File: config.mk
export PLATFORM = sky130hd
export DESIGN_NAME = ex_muldiv_unit_flat
export DESIGN_NICKNAME = d
export VERILOG_FILES = /design/src/rtl/ex_muldiv_unit_if.sv /design/src/rtl/ex_muldiv_unit.sv /design/src/flat_wrapper.sv
export SDC_FILE = /design/constraint.sdc
export NUM_CORES = 1
export LEC_CHECK = 0
export CAP_MARGIN = 20
export CORE_UTILIZATION = 45
export DETAILED_ROUTE_END_ITERATION = 10
export HOLD_SLACK_MARGIN = 0.1
export PLACE_DENSITY = 0.62
export SYNTH_ARGS = -nofsm -noshare
export SYNTH_HDL_FRONTEND = slang
export SYNTH_SLANG_ARGS = --single-unit
File: constraint.sdc
create_clock -name clk -period 16.93 [get_ports clk]
set_input_delay 3.386 -clock clk [delete_from_list [all_inputs] [get_ports clk]]
set_output_delay 3.386 -clock clk [all_outputs]
set_load 0.02 [all_outputs]
File: src/rtl/ex_muldiv_unit_if.sv
`default_nettype none
// ============================================================================
// Module   : ex_muldiv_unit_if
// Brief    : Request/result bundle between the EX stage and the HI/LO engine.
// Revision : 1.0
// ============================================================================
interface ex_muldiv_unit_if #(
   parameter int DATA_BITS = 32
) ();
   logic                 flush;
   logic                 start;
   logic [1:0]           op;
   logic [DATA_BITS-1:0] src_a;
   logic [DATA_BITS-1:0] src_b;
   logic                 wr_hi;
   logic                 wr_lo;
   logic [DATA_BITS-1:0] wr_data;
   logic                 busy;
   logic                 done;
   logic [DATA_BITS-1:0] hi;
   logic [DATA_BITS-1:0] lo;

   modport master (
      output flush, start, op, src_a, src_b, wr_hi, wr_lo, wr_data,
      input  busy, done, hi, lo
   );

   modport slave (
      input  flush, start, op, src_a, src_b, wr_hi, wr_lo, wr_data,
      output busy, done, hi, lo
   );
endinterface

`default_nettype wire

File: src/rtl/ex_muldiv_unit.sv
`default_nettype none
// ============================================================================
// Module   : ex_muldiv_unit
// Brief    : Iterative radix-2 MULT/MULTU/DIV/DIVU engine owning HI/LO.
//            Define MULDIV_EARLY_OUT_EN to let multiplies finish early.
// Revision : 1.0
// ============================================================================
module ex_muldiv_unit #(
   parameter int DATA_BITS = 32
) (
   input  wire logic       clk,
   input  wire logic       rst,
   ex_muldiv_unit_if.slave bus
);
   localparam int c_n  = DATA_BITS;
   localparam int c_cw = (DATA_BITS > 1) ? $clog2(DATA_BITS) : 1;
   localparam logic [c_cw-1:0] c_last = c_cw'(DATA_BITS - 1);

   typedef enum logic [1:0] {
      S_IDLE = 2'd0,
      S_CALC = 2'd1,
      S_FIX  = 2'd2
   } state_t;

   state_t             r_state;
   state_t             w_state_nxt;
   logic [c_cw-1:0]    r_count;
   logic [2*c_n-1:0]   r_acc;
   logic [2*c_n-1:0]   r_mc2;
   logic [c_n-1:0]     r_b;
   logic [c_n-1:0]     r_hi;
   logic [c_n-1:0]     r_lo;
   logic               r_is_div;
   logic               r_dz;
   logic               r_qsign;
   logic               r_rsign;
   logic               r_done;

   logic               w_is_div;
   logic               w_signed;
   logic               w_sa;
   logic               w_sb;
   logic               w_dz;
   logic [c_n-1:0]     w_abs_a;
   logic [c_n-1:0]     w_abs_b;

   assign w_is_div = bus.op[1];
   assign w_signed = ~bus.op[0];
   assign w_sa     = w_signed & bus.src_a[c_n-1];
   assign w_sb     = w_signed & bus.src_b[c_n-1];
   assign w_abs_a  = w_sa ? (-bus.src_a) : bus.src_a;
   assign w_abs_b  = w_sb ? (-bus.src_b) : bus.src_b;
   assign w_dz     = w_is_div && (bus.src_b == '0);

   // Restoring divide: remainder lives in acc[2n-1:n], quotient shifts in at acc[0]
   logic [c_n:0]       w_rem_sh;
   logic [c_n:0]       w_trial;
   logic [2*c_n-1:0]   w_div_acc;
   logic [2*c_n-1:0]   w_mul_acc;

   assign w_rem_sh  = r_acc[2*c_n-1:c_n-1];
   assign w_trial   = w_rem_sh - {1'b0, r_mc2[c_n-1:0]};
   assign w_div_acc = w_trial[c_n] ? {r_acc[2*c_n-2:0], 1'b0}
                                   : {w_trial[c_n-1:0], r_acc[c_n-2:0], 1'b1};
   assign w_mul_acc = r_acc + (r_b[0] ? r_mc2 : '0);

   logic [c_n-1:0]     w_q;
   logic [c_n-1:0]     w_r;
   logic [2*c_n-1:0]   w_prod;
   logic [c_n-1:0]     w_fix_hi;
   logic [c_n-1:0]     w_fix_lo;

   assign w_q    = r_acc[c_n-1:0];
   assign w_r    = r_acc[2*c_n-1:c_n];
   assign w_prod = r_qsign ? (-r_acc) : r_acc;

   always_comb begin
      w_fix_hi = w_prod[2*c_n-1:c_n];
      w_fix_lo = w_prod[c_n-1:0];
      if (r_dz) begin
         w_fix_hi = w_r;
         w_fix_lo = w_q;
      end else if (r_is_div) begin
         w_fix_hi = r_rsign ? (-w_r) : w_r;
         w_fix_lo = r_qsign ? (-w_q) : w_q;
      end
   end

   logic w_calc_last;
`ifdef MULDIV_EARLY_OUT_EN
   assign w_calc_last = (r_count == c_last) || (!r_is_div && (r_b[c_n-1:1] == '0));
`else
   assign w_calc_last = (r_count == c_last);
`endif

   always_ff @(posedge clk or posedge rst) begin
      if (rst) r_state <= S_IDLE;
      else     r_state <= w_state_nxt;
   end

   always_comb begin
      w_state_nxt = r_state;
      case (r_state)
         S_IDLE:  if (bus.start) w_state_nxt = w_dz ? S_FIX : S_CALC;
         S_CALC:  if (w_calc_last) w_state_nxt = S_FIX;
         S_FIX:   w_state_nxt = S_IDLE;
         default: w_state_nxt = S_IDLE;
      endcase
      if (bus.flush) w_state_nxt = S_IDLE;
   end

   always_ff @(posedge clk or posedge rst) begin
      if (rst) begin
         r_count  <= '0;
         r_acc    <= '0;
         r_mc2    <= '0;
         r_b      <= '0;
         r_hi     <= '0;
         r_lo     <= '0;
         r_is_div <= 1'b0;
         r_dz     <= 1'b0;
         r_qsign  <= 1'b0;
         r_rsign  <= 1'b0;
         r_done   <= 1'b0;
      end else if (bus.flush) begin
         r_done <= 1'b0;
      end else begin
         r_done <= (r_state == S_FIX);
         if (bus.wr_hi) r_hi <= bus.wr_data;
         if (bus.wr_lo) r_lo <= bus.wr_data;
         case (r_state)
            S_IDLE: begin
               if (bus.start) begin
                  r_count  <= '0;
                  r_is_div <= w_is_div;
                  r_dz     <= w_dz;
                  r_qsign  <= w_sa ^ w_sb;
                  r_rsign  <= w_sa;
                  if (w_is_div) begin
                     r_acc <= w_dz ? {bus.src_a, {c_n{1'b1}}} : {{c_n{1'b0}}, w_abs_a};
                     r_mc2 <= {{c_n{1'b0}}, w_abs_b};
                     r_b   <= '0;
                  end else begin
                     r_acc <= '0;
                     r_mc2 <= {{c_n{1'b0}}, w_abs_a};
                     r_b   <= w_abs_b;
                  end
               end
            end
            S_CALC: begin
               r_count <= r_count + c_cw'(1);
               if (r_is_div) begin
                  r_acc <= w_div_acc;
               end else begin
                  r_acc <= w_mul_acc;
                  r_mc2 <= r_mc2 << 1;
                  r_b   <= r_b >> 1;
               end
            end
            S_FIX: begin
               // Placed after the MTHI/MTLO writes so the result wins
               r_hi <= w_fix_hi;
               r_lo <= w_fix_lo;
            end
            default: ;
         endcase
      end
   end

   assign bus.busy = (r_state != S_IDLE);
   assign bus.done = r_done;
   assign bus.hi   = r_hi;
   assign bus.lo   = r_lo;
endmodule

`default_nettype wire
File: src/flat_wrapper.sv
// flat-port wrapper written by rule: the top's interface ports become plain ports
module ex_muldiv_unit_flat 
#(
   parameter int DATA_BITS = 32
)
  (clk, rst, bus_flush, bus_start, bus_op, bus_src_a, bus_src_b, bus_wr_hi, bus_wr_lo, bus_wr_data, bus_busy, bus_done, bus_hi, bus_lo);
  ex_muldiv_unit_if #(.DATA_BITS(DATA_BITS)) bus_i ();
  input  wire logic clk;
  input  wire logic rst;
  input wire logic [$bits(bus_i.flush)-1:0] bus_flush;
  input wire logic [$bits(bus_i.start)-1:0] bus_start;
  input wire logic [$bits(bus_i.op)-1:0] bus_op;
  input wire logic [$bits(bus_i.src_a)-1:0] bus_src_a;
  input wire logic [$bits(bus_i.src_b)-1:0] bus_src_b;
  input wire logic [$bits(bus_i.wr_hi)-1:0] bus_wr_hi;
  input wire logic [$bits(bus_i.wr_lo)-1:0] bus_wr_lo;
  input wire logic [$bits(bus_i.wr_data)-1:0] bus_wr_data;
  output wire logic [$bits(bus_i.busy)-1:0] bus_busy;
  output wire logic [$bits(bus_i.done)-1:0] bus_done;
  output wire logic [$bits(bus_i.hi)-1:0] bus_hi;
  output wire logic [$bits(bus_i.lo)-1:0] bus_lo;
  assign bus_i.flush = bus_flush;
  assign bus_i.start = bus_start;
  assign bus_i.op = bus_op;
  assign bus_i.src_a = bus_src_a;
  assign bus_i.src_b = bus_src_b;
  assign bus_i.wr_hi = bus_wr_hi;
  assign bus_i.wr_lo = bus_wr_lo;
  assign bus_i.wr_data = bus_wr_data;
  assign bus_busy = bus_i.busy;
  assign bus_done = bus_i.done;
  assign bus_hi = bus_i.hi;
  assign bus_lo = bus_i.lo;
  ex_muldiv_unit #(.DATA_BITS(DATA_BITS)) u_core (.clk(clk), .rst(rst), .bus(bus_i));
endmodule
## Yosys cells after proc, flatten, opt, wreduce, memory -nomap -nowiden

Cells that the tools add are included.

| storage, ports and cells | value |
|---|---|
| bits in registers | 236 |
| bits in latches | 0 |
| bits in writable memories | 0 |
| bits in read-only memories | 0 |
| input bits | 104 |
| output and inout bits | 66 |
| logic and storage cells | 81 |
| memories kept | 0 |

| operators by class | value |
|---|---|
| add/sub/neg operators | 8 |
| $mul | 0 |
| div/mod/pow operators | 0 |
| magnitude comparators | 0 |
| equality and inequality tests | 7 |
| shift operators | 0 |
| mux-type cells | 36 |
| bitwise logic cells | 5 |
| reduce and logical (&&, ||, !) cells | 13 |

Operator list:

| operator | count |
|---|---|
| $mux 64 | 9 |
| $mux 32 | 16 |
| $pmux 64 s2 | 2 |
| $neg 32->32 | 4 |
| $add 64x64->64 | 1 |
| $neg 64->64 | 1 |
| $pmux 32 s2 | 1 |
| $sub 33x32->33 | 1 |
| $logic_not 32->1 | 1 |
| $pmux 5 s2 | 1 |
| $mux 2 | 4 |
| $reduce_bool 2->1 | 4 |
| $reduce_and 2->1 | 3 |
| $reduce_and 3->1 | 2 |
| $add 5x1->5 const B | 1 |
| $eq 5x5->1 const B | 1 |
| $mux 5 | 1 |
| $ne 2x2->1 const B | 2 |
| $pmux 2 s2 | 1 |
| $reduce_and 4->1 | 1 |
| $ne 3x2->1 const B | 1 |
| $ne 3x3->1 const B | 1 |
| $and 1x1->1 | 2 |
| $eq 2x1->1 const B | 1 |
| other kinds (6) | 7 |

## Depth between registers and ports, before layout

Gate-level depths: netlist (run 1).

| logic depth | value |
|---|---|
| word-level depth | 7 |
| mapped depth | 16 |
| mapped depth without buffers | 14 |

## Worst setup path before layout (run 1)

No wires, ideal clock.

| path | value |
|---|---|
| kind | input -> register |
| start | input port bus_src_a[13] |
| end | register u_core.r_mc2[25] |
| setup time | 0.133 ns |
| arrival | 5.532 ns |
| required time | 16.797 ns |
| path slack | 11.265 ns |
| stages | 10 |
| buffers on the path | 0 |
| cells stage by stage | or4_1 or4_4 nor2_1 nand2_1 o41ai_1 xor2_1 nor2b_1 a211oi_1 a211oi_1 a21oi_1 |

| on the way | value |
|---|---|
| longest elaborated chain between the ends | 5 |

Ends and longest elaborated chain:

| item | line | RTL |
|---|---|---|
| start: declaration | flat_wrapper.sv:13 | `input wire logic [$bits(bus_i.src_a)-1:0] bus_src_a;` |
| $neg 32->32 | ex_muldiv_unit.sv:51 | `assign w_abs_a = w_sa ? (-bus.src_a) : bus.src_a;` |
| $mux 32 | ex_muldiv_unit.sv:51 |  |
| $mux 32 | ex_muldiv_unit.sv:139 | `if (w_is_div) begin` |
| $mux 64 | ex_muldiv_unit.sv:133 | `if (bus.start) begin` |
| $pmux 64 s2 | ex_muldiv_unit.sv:131 | `case (r_state)` |
| end signal: assignment | ex_muldiv_unit.sv:141 | `r_mc2 <= {{c_n{1'b0}}, w_abs_b};` |
| end signal: assignment | ex_muldiv_unit.sv:145 | `r_mc2 <= {{c_n{1'b0}}, w_abs_a};` |
| end signal: assignment | ex_muldiv_unit.sv:156 | `r_mc2 <= r_mc2 << 1;` |
| end: declaration | ex_muldiv_unit.sv:29 | `logic [2*c_n-1:0] r_mc2;` |

No other way between the ends. The select of a mux whose other input is x is not followed.
A chain may end at the register's enable or synchronous reset.

## Worst setup path in the final report (run 1)

| path | value |
|---|---|
| start | input port bus_src_b[0] |
| end | register u_core.r_acc[37] |

| on the way | value |
|---|---|
| longest elaborated chain between the ends | 6 |

Ends and longest elaborated chain:

| item | line | RTL |
|---|---|---|
| start: declaration | flat_wrapper.sv:14 | `input wire logic [$bits(bus_i.src_b)-1:0] bus_src_b;` |
| $logic_not 32->1 | ex_muldiv_unit.sv:53 | `assign w_dz = w_is_div && (bus.src_b == '0);` |
| $logic_and 1x1->1 | ex_muldiv_unit.sv:53 |  |
| $mux 64 | ex_muldiv_unit.sv:140 | `r_acc <= w_dz ? {bus.src_a, {c_n{1'b1}}} : {{c_n{1'b0}}, w_abs_a};` |
| $mux 64 | ex_muldiv_unit.sv:139 |  |
| $mux 64 | ex_muldiv_unit.sv:133 |  |
| $pmux 64 s2 | ex_muldiv_unit.sv:131 |  |
| end signal: assignment | ex_muldiv_unit.sv:140 |  |
| end signal: assignment | ex_muldiv_unit.sv:153 | `r_acc <= w_div_acc;` |
| end signal: assignment | ex_muldiv_unit.sv:155 | `r_acc <= w_mul_acc;` |
| end: declaration | ex_muldiv_unit.sv:28 | `logic [2*c_n-1:0] r_acc;` |

No other way between the ends. The select of a mux whose other input is x is not followed.

==> impl_metrics.json, run 1 <==
{
  "wl_per_cell_um": 24.4,
  "path_class": "input port to register",
  "place_ws_ns": 10.06,
  "layout-drive-gt1-share_pct": 5.04,
  "clk_pin_slew_worst_paths_ns": 0.06,
  "antenna_found_initial": 2,
  "fin_crit_ns": 6.37,
  "fmax_ghz": 0.157,
  "setup_viol": 0,
  "io_pins": 170,
  "powerDensity_nw_per_um2": 172,
  "clk_latency_ns": 0.59,
  "synth.distinct_cells": 92,
  "die-area_um2": 46900,
  "cts.sink_count": 236,
  "drtIter0Drc": 2347,
  "worst-r2r-cell-count": 13,
  "grt_pass1_vias": 20300,
  "seq_area_frac_synth_pct": 28.5,
  "start_util_pct": 45.6,
  "grt_pass1_wl_um": 125000,
  "synth-edff-count": 0,
  "hold_end": "u_core.bus.lo[24]$_DFFE_PP0P_",
  "leakage_nw": 9.84,
  "combPwrFrac_pct": 58.3,
  "worstReg2RegEnd": "u_core.r_acc[61]$_DFFE_PP0P_",
  "place.port_buffers": 169,
  "antenna_cells": 0,
  "p_clk_share_pct": 16.1,
  "fin_skew_ns": 0.00981,
  "synth_ff_type": "dfrtp_1",
  "wl_um": 83400,
  "vias_per_cell": 6.27,
  "worstHoldStart": "u_core.bus.lo[24]$_DFFE_PP0P_",
  "vias": 21400,
  "cts_setup_buffers": 0,
  "syn-num-nets": 2959,
  "setup_slack_ns": 10.56,
  "internal-power_mw": 1.99,
  "cts_resized": 0,
  "yosysWarnings": 0,
  "cp-end-kind": "register",
  "netSwitchingFraction_pct": 51.4,
  "power.total_mw": 4.09,
  "ir_drop_mv": 0.335,
  "synth-seq-cells": 236,
  "drtAntennaViolNets": 0,
  "cts.root.buffer_cell": "clkbuf_16",
  "critPathLaunchType": "input port",
  "clockBufferDepth": 3,
  "relSlewSlack_pct": 22.8,
  "finalNetCount": 3004,
  "overflow": 0,
  "cts_htree_levels": 1,
  "worst_ep_required_time_ns": 17.45,
  "drt_pass1_iterations": 6,
  "grt_max_degree": 120,
  "numCtsBuffers": 30,
  "hold_viol": 0,
  "async_reset_ff_share_pct": 100,
  "worstReg2RegStart": "u_core.r_b[0]$_DFFE_PP0P_",
  "run_status": "finished clean",
  "critical_path.max_fanout": 48,
  "cts_hold_repair.buffers": 0,
  "fp-row-count": 78,
  "avgSynthCellArea_um2": 7.53,
  "place_hpwl_um": 63500,
  "hold_path.class": "register to register",
  "die_h_um": 217,
  "fp.coreArea_um2": 45400,
  "dieWidth_um": 217,
  "timing.max_cap.violations": 0,
  "syn_inst": 2752,
  "place_congestion": 1.02,
  "syn_area_um2": 20700,
  "holdPathStages": 2,
  "r2r_slack_ns": 12.13,
  "fin_crit_sh_pct": 37.6,
  "pwr-share-seq_pct": 25.6,
  "cts_tree": "yes",
  "area_delta_synth_final_pct": 14.6,
  "drc": 0,
  "rsz0062_at_grt": "no",
  "drv_slew": 0,
  "fin_setup_tns_ns": 0,
  "arrival_ns": 6.89,
  "switchingPower_mw": 2.10,
  "grt.total_usage_pct": 34.8,
  "worst_pin_slew_ns": 1.15
}
==> power by group through the flow <==
stage | combinational (mW) | sequential, mW | clock [mW]
after global routing | 2.58 | 1.06 | 0.684
after floorplan | 1.65 | 0.922 | 0
after CTS | 2.34 | 1.03 | 0.667
after detailed placement | 2.32 | 1.04 | 0
after global placement | 2.31 | 1.04 | 0
final | 2.38 | 1.05 | 0.657
==> sequential cells by signal, indices dropped and copies added, names as in the netlist, 2 cells and up <==
name and count:
u_core.r_count 5, u_core.r_acc 64, u_core.r_state 2, u_core.r_mc2 64, u_core.r_b 32, u_core.bus.lo 32, u_core.bus.hi 32
==> synth_stat cells (6+ instances only) <==
cell | number | area, um^2
nand2_1 | 354 | 1330
a21oi_1 | 308 | 1540
nor2_1 | 269 | 1010
dfrtp_1 | 236 | 5910
o21ai_0 | 223 | 1120
clkbuf_1 | 161 | 604
xnor2_1 | 109 | 955
ha_1 | 101 | 1260
xor2_1 | 93 | 815
and2_1 | 82 | 513
a211oi_1 | 76 | 571
inv_1 | 75 | 282
o31ai_1 | 68 | 510
a21o_1 | 52 | 390
nand3_1 | 46 | 230
nor3_1 | 42 | 210
a31oi_1 | 39 | 244
o211ai_1 | 28 | 210
a221oi_1 | 27 | 236
nand4_1 | 26 | 163
nor2b_1 | 26 | 163
nand2b_1 | 21 | 131
or3_1 | 20 | 125
o21bai_1 | 19 | 143
nor4_1 | 18 | 113
buf_1 | 16 | 60.1
o21a_1 | 15 | 113
buf_2 | 13 | 65.1
o21ai_1 | 13 | 65.1
o41ai_1 | 13 | 114
and3_1 | 12 | 75.1
o22ai_1 | 12 | 75.1
a22oi_1 | 10 | 75.1
mux2_2 | 9 | 101
mux2i_1 | 8 | 80.1
or4_1 | 8 | 60.1
o221ai_1 | 7 | 61.3
a22o_1 | 6 | 52.6
==> routing by layer <==
metal | track usage, % | vias up | share of wire, %
li1 | - | 9954 | -
met1 | 47.0 | 10300 | 43
met2 | 55.1 | 1033 | 44
met3 | 6.02 | 179 | 8.6
met4 | 14.1 | 2 | 4.5
met5 | 0 | - | 0.013
==> layout make-up <==
cell class / count / area (um^2)
inverters: 76 / 293
well taps: 600 / 751
fillers: 4496 / 21600
clock inverters: 11 / 116
clock buffers: 42 / 867
flip-flops and latches: 236 / 5910
repair buffers: 205 / 1980
multi-input cells: 2248 / 13800
==> placed cells by master (no fill, tap or decap), types with 10 or more instances in the layout <==
master,count
nand2_1,353
a21oi_1,308
nor2_1,268
dfrtp_1,235
o21ai_0,222
clkdlybuf4s50_1,168
xnor2_1,109
ha_1,101
xor2_1,92
and2_1,82
a211oi_1,76
inv_1,74
o31ai_1,68
a21o_1,52
nand3_1,46
nor3_1,42
a31oi_1,39
buf_4,35
clkbuf_16,31
o211ai_1,28
a221oi_1,27
nand4_1,26
nor2b_1,24
nand2b_1,20
or3_1,20
nor4_1,18
o21bai_1,18
o21a_1,14
o21ai_1,13
o41ai_1,13
and3_1,12
o22ai_1,12
a22oi_1,10
==> critical path, stage by stage <==
cell and delay, ns:
clkdlybuf4s50_1 0.46, inv_1 0.10, ha_1 0.16, nor3b_1 0.53, nor4b_4 0.42, nand4_1 0.24, and4bb_1 0.32, buf_4 0.49
a21oi_1 0.26, a211oi_1 0.30, a32o_1 0.21
==> how the worst max path moves through the flow <==
stage | start | end | depth (start not counted)
floorplan | rst | u_core.bus.done$_DFF_PP0_ | 1
global placement | bus_src_b[0] | u_core.r_acc[62]$_DFFE_PP0P_ | 14
detailed placement | bus_src_b[0] | u_core.r_acc[63]$_DFFE_PP0P_ | 12
CTS | bus_src_b[0] | u_core.r_acc[63]$_DFFE_PP0P_ | 12
global route | bus_src_b[0] | u_core.r_acc[52]$_DFFE_PP0P_ | 12
finish | bus_src_b[0] | u_core.r_acc[37]$_DFFE_PP0P_ | 11
==> cell families after synthesis <==
family,count (synthesis),share of synthesized area [%]
flip-flops,236,28.5
AO/OA/AOI/OAI,971,29.2
AND/OR/NAND/NOR,954,21.4
multiplexers,17,0.876
XOR/XNOR,203,8.67
adder cells (fa/ha/maj),103,6.29
buffers and inverters,268,4.99
==> per-stage QoR <==
stage / instances / cell area [um^2] / hold WS, ns / utilization (%)
floorplan: 2752 / 20700 / 0.449 / -
global placement: 3364 / 22700 / 0.459 / 50.1
detailed placement: 3364 / 22700 / 0.465 / 50.1
CTS: 3417 / 23700 / 0.478 / 52.3
global route: 3418 / 23700 / 0.510 / 52.3
finish: 3418 / 23700 / 0.472 / 52.3
No activity file was read; power rests on OpenSTA's default activity.
==> run 2, diff against run 1 <==
--- a/config.mk
+++ b/config.mk
@@ -9,7 +9,7 @@
 export CORE_UTILIZATION = 45
 export DETAILED_ROUTE_END_ITERATION = 10
 export HOLD_SLACK_MARGIN = 0.1
-export PLACE_DENSITY = 0.62
+export PLACE_DENSITY = 0.65
 export SYNTH_ARGS = -nofsm -noshare
 export SYNTH_HDL_FRONTEND = slang
 export SYNTH_SLANG_ARGS = --single-unit
==> constraint.sdc (replaced) <==
create_clock -name clk -period 5.82 [get_ports clk]
set_input_delay 1.164 -clock clk [delete_from_list [all_inputs] [get_ports clk]]
set_output_delay 1.164 -clock clk [all_outputs]
set_load 0.02 [all_outputs]
==> run 2 against run 1 <==
Sequential power rose to 2.9 times the previous value. Via count increased by 0.72%. Largest cell class unchanged. Setup slack lost 9.2 ns. Largest power group unchanged. Cell area up 0.87%. Register-to-register slack worse by 11 ns. Highest routed layer is now met4.
==> impl_metrics.json, run 2 (synthesis gave the netlist of run 1 again) <==
{
  "die_h_um": 217,
  "place_congestion": 0.989,
  "cts.sink_count": 236,
  "antenna_cells": 0,
  "layout-drive-gt1-share_pct": 5.44,
  "drtAntennaViolNets": 0,
  "stdcell_count": 3429,
  "cts.root.buffer_cell": "clkbuf_16",
  "numCtsBuffers": 29,
  "worst_pin_slew_ns": 1.16,
  "leakage_nw": 9.94,
  "fin_skew_ns": 0.0183,
  "drt_pass1_iterations": 6,
  "fillers": 4479,
  "clk_latency_ns": 0.60,
  "fin_crit_sh_pct": 76.7,
  "run_status": "finished clean",
  "drv_slew": 0,
  "grt.total_usage_pct": 35.0,
  "fmax_ghz": 0.224,
  "cts_hold_repair.buffers": 0,
  "cts_htree_levels": 1,
  "max_stage_delay_ns": 0.59,
  "arrival_ns": 4.96,
  "worstPathCellList": "inv_1 -> ha_1 -> inv_1 -> fa_1 -> a211oi_1 -> o21ai_1 -> o211ai_1 -> a21oi_2 -> a211oi_4 -> xnor2_4 -> buf_4 -> nand2_1 -> a21oi_1 -> a21oi_1 -> a221oi_1",
  "place_area_um2": 22800,
  "cts_resized": 0,
  "path_buf_inv": 3,
  "drtIter0Drc": 2297,
  "final_common_cell": "nand2_1",
  "grt_pass1_vias": 20200,
  "fin_setup_tns_ns": 0,
  "critical_path.max_fanout": 15,
  "fp-row-count": 78,
  "drc": 0,
  "rsz0062_at_grt": "no",
  "place.port_buffers": 169,
  "clk_pin_slew_worst_paths_ns": 0.06,
  "top_regs": "u_core.r_acc (64), u_core.r_mc2 (64)",
  "relSlewSlack_pct": 22.2,
  "fp.coreArea_um2": 45400,
  "wl_um": 83400,
  "finalNetCount": 3013,
  "worst_ep_required_time_ns": 6.31,
  "io_pins": 170,
  "dp.cells": 3374,
  "place_hpwl_um": 64200,
  "critPathLaunchType": "register",
  "ir_drop_mv": 0.350,
  "powerDensity_nw_per_um2": 509,
  "vias_per_cell": 6.29,
  "fin_crit_ns": 4.46,
  "cp-end-kind": "register",
  "area_delta_synth_final_pct": 15.6,
  "timing.max_cap.violations": 0,
  "clockBufferDepth": 3,
  "overflow": 0,
  "vias": 21600,
  "cts_tree": "yes",
  "hold_viol": 0,
  "cts_setup_buffers": 0,
  "start_util_pct": 45.6,
  "layout.cells.most_common_list": "353 x nand2_1, 308 x a21oi_1, 269 x nor2_1",
  "path_class": "register to register",
  "setup_viol": 0,
  "final_area_um2": 23900,
  "grt_max_degree": 147,
  "hold_path.class": "register to register",
  "dieWidth_um": 217,
  "place_ws_ns": 1.17,
  "slowest_stage": "o211ai_1",
  "critPathTopFamily": "compound AO/OA/AOI/OAI gates",
  "setup_slack_ns": 1.36,
  "grt_pass1_wl_um": 126000,
  "die-area_um2": 46900,
  "wl_per_cell_um": 24.3,
  "antenna_found_initial": 1
}
## run 2: cell count changes in the layout (fill, tap and decap cells not counted), sizes merged
cell and delta:
buf +10, bufinv +6, clkbuf -6, clkinv -2
clkinvlp +3
## run 2: final timing paths
| check | start | cells after the start | to | slack (ns) |
|---|---|---|---|---|
| worst max-delay path | u_core.r_acc[31]$_DFFE_PP0P_ | 15 | u_core.r_acc[33]$_DFFE_PP0P_ | 1.36 |
| worst min-delay path | u_core.bus.hi[10]$_DFFE_PP0P_ | 2 | u_core.bus.hi[10]$_DFFE_PP0P_ | 0.48 |
| worst max register to register | u_core.r_acc[31]$_DFFE_PP0P_ | 15 | u_core.r_acc[33]$_DFFE_PP0P_ | 1.36 |
| worst min register to register | u_core.bus.hi[10]$_DFFE_PP0P_ | 2 | u_core.bus.hi[10]$_DFFE_PP0P_ | 0.48 |
| max in group asynchronous | rst | 3 | u_core.r_is_div$_DFFE_PP0P_ | 3.61 |
| min in group asynchronous | rst | 2 | u_core.bus.lo[8]$_DFFE_PP0P_ | 0.96 |
## run 2: metrics by stage
step	util, %	hold WS (ns)	total power [mW]
2_1_floorplan	-	0.449	7.47
3_3_place_gp	50.3	0.459	9.76
3_5_place_dp	50.3	0.466	9.84
4_1_cts	52.7	0.479	12.0
5_1_grt	52.8	0.500	12.9
6_report	52.8	0.480	12.2
## run 2: tightest hold or removal path: stages (launching register included)
cell and delay, ns:
dfrtp_1 0.34, nand2_1 0.05, o31ai_1 0.05
## run 2: per-layer routing
layer / GRT usage, % / routed length, um / vias to the layer above
li1: - / - / 9986
met1: 48.6 / 36200 / 10300
met2: 53.2 / 36000 / 1069
met3: 5.32 / 7050 / 208
met4: 16.3 / 4140 / 0
met5: 0 / 0 / -
## run 2: power by group
part | internal, mW | leakage, nW | switching (mW)
registers | 2.13 | 2.96 | 0.938
clock network | 1.31 | 0.534 | 0.809
logic | 2.57 | 6.45 | 4.43
total | 6.01 | 9.94 | 6.18
## run 2: cell type report
class,count,area (um^2),area share (%)
inverters,76,289,1.21
flip-flops and latches,236,5910,24.7
clock inverters,18,314,1.31
clock buffers,36,782,3.27
well taps,600,751,3.13
multi-input cells,2248,13800,57.7
repair buffers,215,2080,8.67
==> run 3, diff against run 2 <==
==> constraint.sdc (replaced) <==
create_clock -name clk -period 4.1 [get_ports clk]
set_input_delay 0.82 -clock clk [delete_from_list [all_inputs] [get_ports clk]]
set_output_delay 0.82 -clock clk [all_outputs]
set_load 0.02 [all_outputs]
==> run 3 against run 2 <==
Sequential power grew 28%. Clock skew shrank 0.0030 ns. Critical path depth grew 2. Clock-buffer cell count is the same. Fmax grew 15%. Die area is the same. First-iteration DRC count grew 4.7%. Register-to-register slack lost 1.1 ns. Critical path type unchanged. Highest routed layer is now met5.
==> impl_metrics.json, run 3 (synthesis gave the netlist of run 1 again) <==
{
  "run_status": "finished clean",
  "antenna_found_initial": 1,
  "critical_path.max_fanout": 18,
  "drtIter0Drc": 2404,
  "cts_htree_levels": 1,
  "ir_drop_mv": 0.392,
  "start_util_pct": 45.6,
  "grt_pass1_vias": 20700,
  "powerDensity_nw_per_um2": 711,
  "place_hpwl_um": 65800,
  "worstReg2RegStart": "u_core.r_acc[31]$_DFFE_PP0P_",
  "vias_per_cell": 6.22,
  "top_regs": "u_core.r_acc (64), u_core.r_mc2 (64)",
  "crit_path_start": "u_core.r_acc[31]$_DFFE_PP0P_",
  "worst_pin_slew_ns": 1.03,
  "holdWs_ns": 0.478,
  "fmax_ghz": 0.257,
  "leakage_nw": 10.4,
  "clk_latency_ns": 0.59,
  "path_class": "register to register",
  "overflow": 0,
  "layout-drive-gt1-share_pct": 8.67,
  "fillers": 4367,
  "numCtsBuffers": 29,
  "slowest_stage": "dfrtp_1",
  "max_stage_delay_ns": 0.43,
  "cts_tree": "yes",
  "critPathTopFamily": "compound AO/OA/AOI/OAI gates",
  "antenna_cells": 0,
  "drc": 0,
  "grt_pass1_wl_um": 126000,
  "worstHoldStart": "u_core.bus.lo[6]$_DFFE_PP0P_",
  "worstPathCellList": "inv_1 -> ha_1 -> inv_1 -> fa_1 -> a211oi_1 -> o21ai_1 -> o211ai_1 -> buf_4 -> a21oi_2 -> a211oi_4 -> buf_4 -> xor2_2 -> buf_6 -> and2_1 -> a31oi_1 -> a211oi_1 -> a32o_1",
  "fp.coreArea_um2": 45400,
  "io_pins": 170,
  "rsz0062_at_grt": "no",
  "timing.max_cap.violations": 0,
  "die-area_um2": 46900,
  "place.port_buffers": 169,
  "die_h_um": 217,
  "grt.total_usage_pct": 35.1,
  "area_delta_synth_final_pct": 19.1,
  "arrival_ns": 4.42,
  "dp.cells": 3479,
  "clockBufferDepth": 3,
  "fin_skew_ns": 0.0153,
  "relSlewSlack_pct": 31.1,
  "critPathLaunchType": "register",
  "grt_max_degree": 109,
  "layout.cells.most_common_list": "353 x nand2_1, 308 x a21oi_1, 269 x nor2_1",
  "cts.sink_count": 236,
  "cts.root.buffer_cell": "clkbuf_16",
  "wl_um": 83800,
  "wl_per_cell_um": 23.7,
  "fin_crit_ns": 3.89,
  "hold_viol": 0,
  "fin_crit_sh_pct": 95.0,
  "final_common_cell": "nand2_1",
  "hold_path.class": "register to register",
  "place_congestion": 0.968,
  "drtAntennaViolNets": 0,
  "worst_ep_required_time_ns": 4.62,
  "stdcell_count": 3528,
  "setup_viol": 0,
  "vias": 21900,
  "cp-end-kind": "register",
  "fp-row-count": 78,
  "clk_pin_slew_worst_paths_ns": 0.06,
  "drt_pass1_iterations": 6,
  "path_buf_inv": 5,
  "dieWidth_um": 217,
  "finalNetCount": 3120,
  "drv_slew": 0
}
[run 3: worst paths after layout]
kind                                                 end  slack [ns]  depth (start not counted)
hold / removal              u_core.bus.lo[6]$_DFFE_PP0P_        0.48                          1
max in group asynchronous  u_core.r_count[3]$_DFFE_PP0P_        2.66                          3
hold reg to reg             u_core.bus.lo[6]$_DFFE_PP0P_        0.48                          1
setup / recovery            u_core.r_acc[37]$_DFFE_PP0P_        0.21                         17
min in group asynchronous   u_core.bus.hi[9]$_DFFE_PP0P_        0.65                          2
setup reg to reg            u_core.r_acc[37]$_DFFE_PP0P_        0.21                         17
[run 3: layout make-up]
cell class / count / area, um^2 / area share, %
repair buffers: 322 / 2980 / 12.1
clock buffers: 36 / 782 / 3.17
clock inverters: 10 / 129 / 0.523
flip-flops and latches: 236 / 5910 / 24.0
well taps: 600 / 751 / 3.04
inverters: 76 / 289 / 1.17
multi-input cells: 2248 / 13800 / 56.1
[run 3: routing by layer]
| layer | vias up | wire (um) | GRT usage (%) |
|---|---|---|---|
| met5 | - | 32 | 0 |
| met4 | 4 | 3610 | 14.6 |
| met3 | 183 | 7780 | 5.52 |
| met2 | 1138 | 36500 | 54.3 |
| met1 | 10400 | 35800 | 48.7 |
| li1 | 10200 | - | - |
[run 3: power by group]
part / leakage [nW] / switching (mW) / total, mW / internal (mW)
combinational: 7.01 / 6.88 / 11.0 / 4.16
clock: 0.446 / 1.10 / 2.57 / 1.47
sequential: 2.96 / 0.890 / 3.93 / 3.04
[run 3: what timing repair did]
action	CTS	global route
endpoints found under the setup margin	2	6
cloned	0	0
hold buffers	0	0
resized for setup	0	3
pin swaps	1	1
setup buffers	2	1
[run 3: worst register-to-register path, cell delays in order, from the launching register on]
cell	delay (ns)
dfrtp_1	0.43
inv_1	0.20
ha_1	0.20
inv_1	0.06
fa_1	0.43
a211oi_1	0.25
o21ai_1	0.24
o211ai_1	0.24
buf_4	0.18
a21oi_2	0.07
a211oi_4	0.15
buf_4	0.18
xor2_2	0.18
buf_6	0.23
and2_1	0.16
a31oi_1	0.05
a211oi_1	0.36
a32o_1	0.23
[run 3: metrics by stage]
stage	power, mW	area [um^2]	setup slack [ns]	utilization [%]	setup TNS [ns]
after floorplan	10.6	20700	0.188	-	0
after global placement	14.5	23700	0.0193	52.3	0
after detailed placement	14.7	23700	-0.0287	52.3	-0.0287
after CTS	17.3	24700	0.186	54.3	0
after global routing	18.6	24700	0.0164	54.3	0
final	17.5	24700	0.207	54.3	0
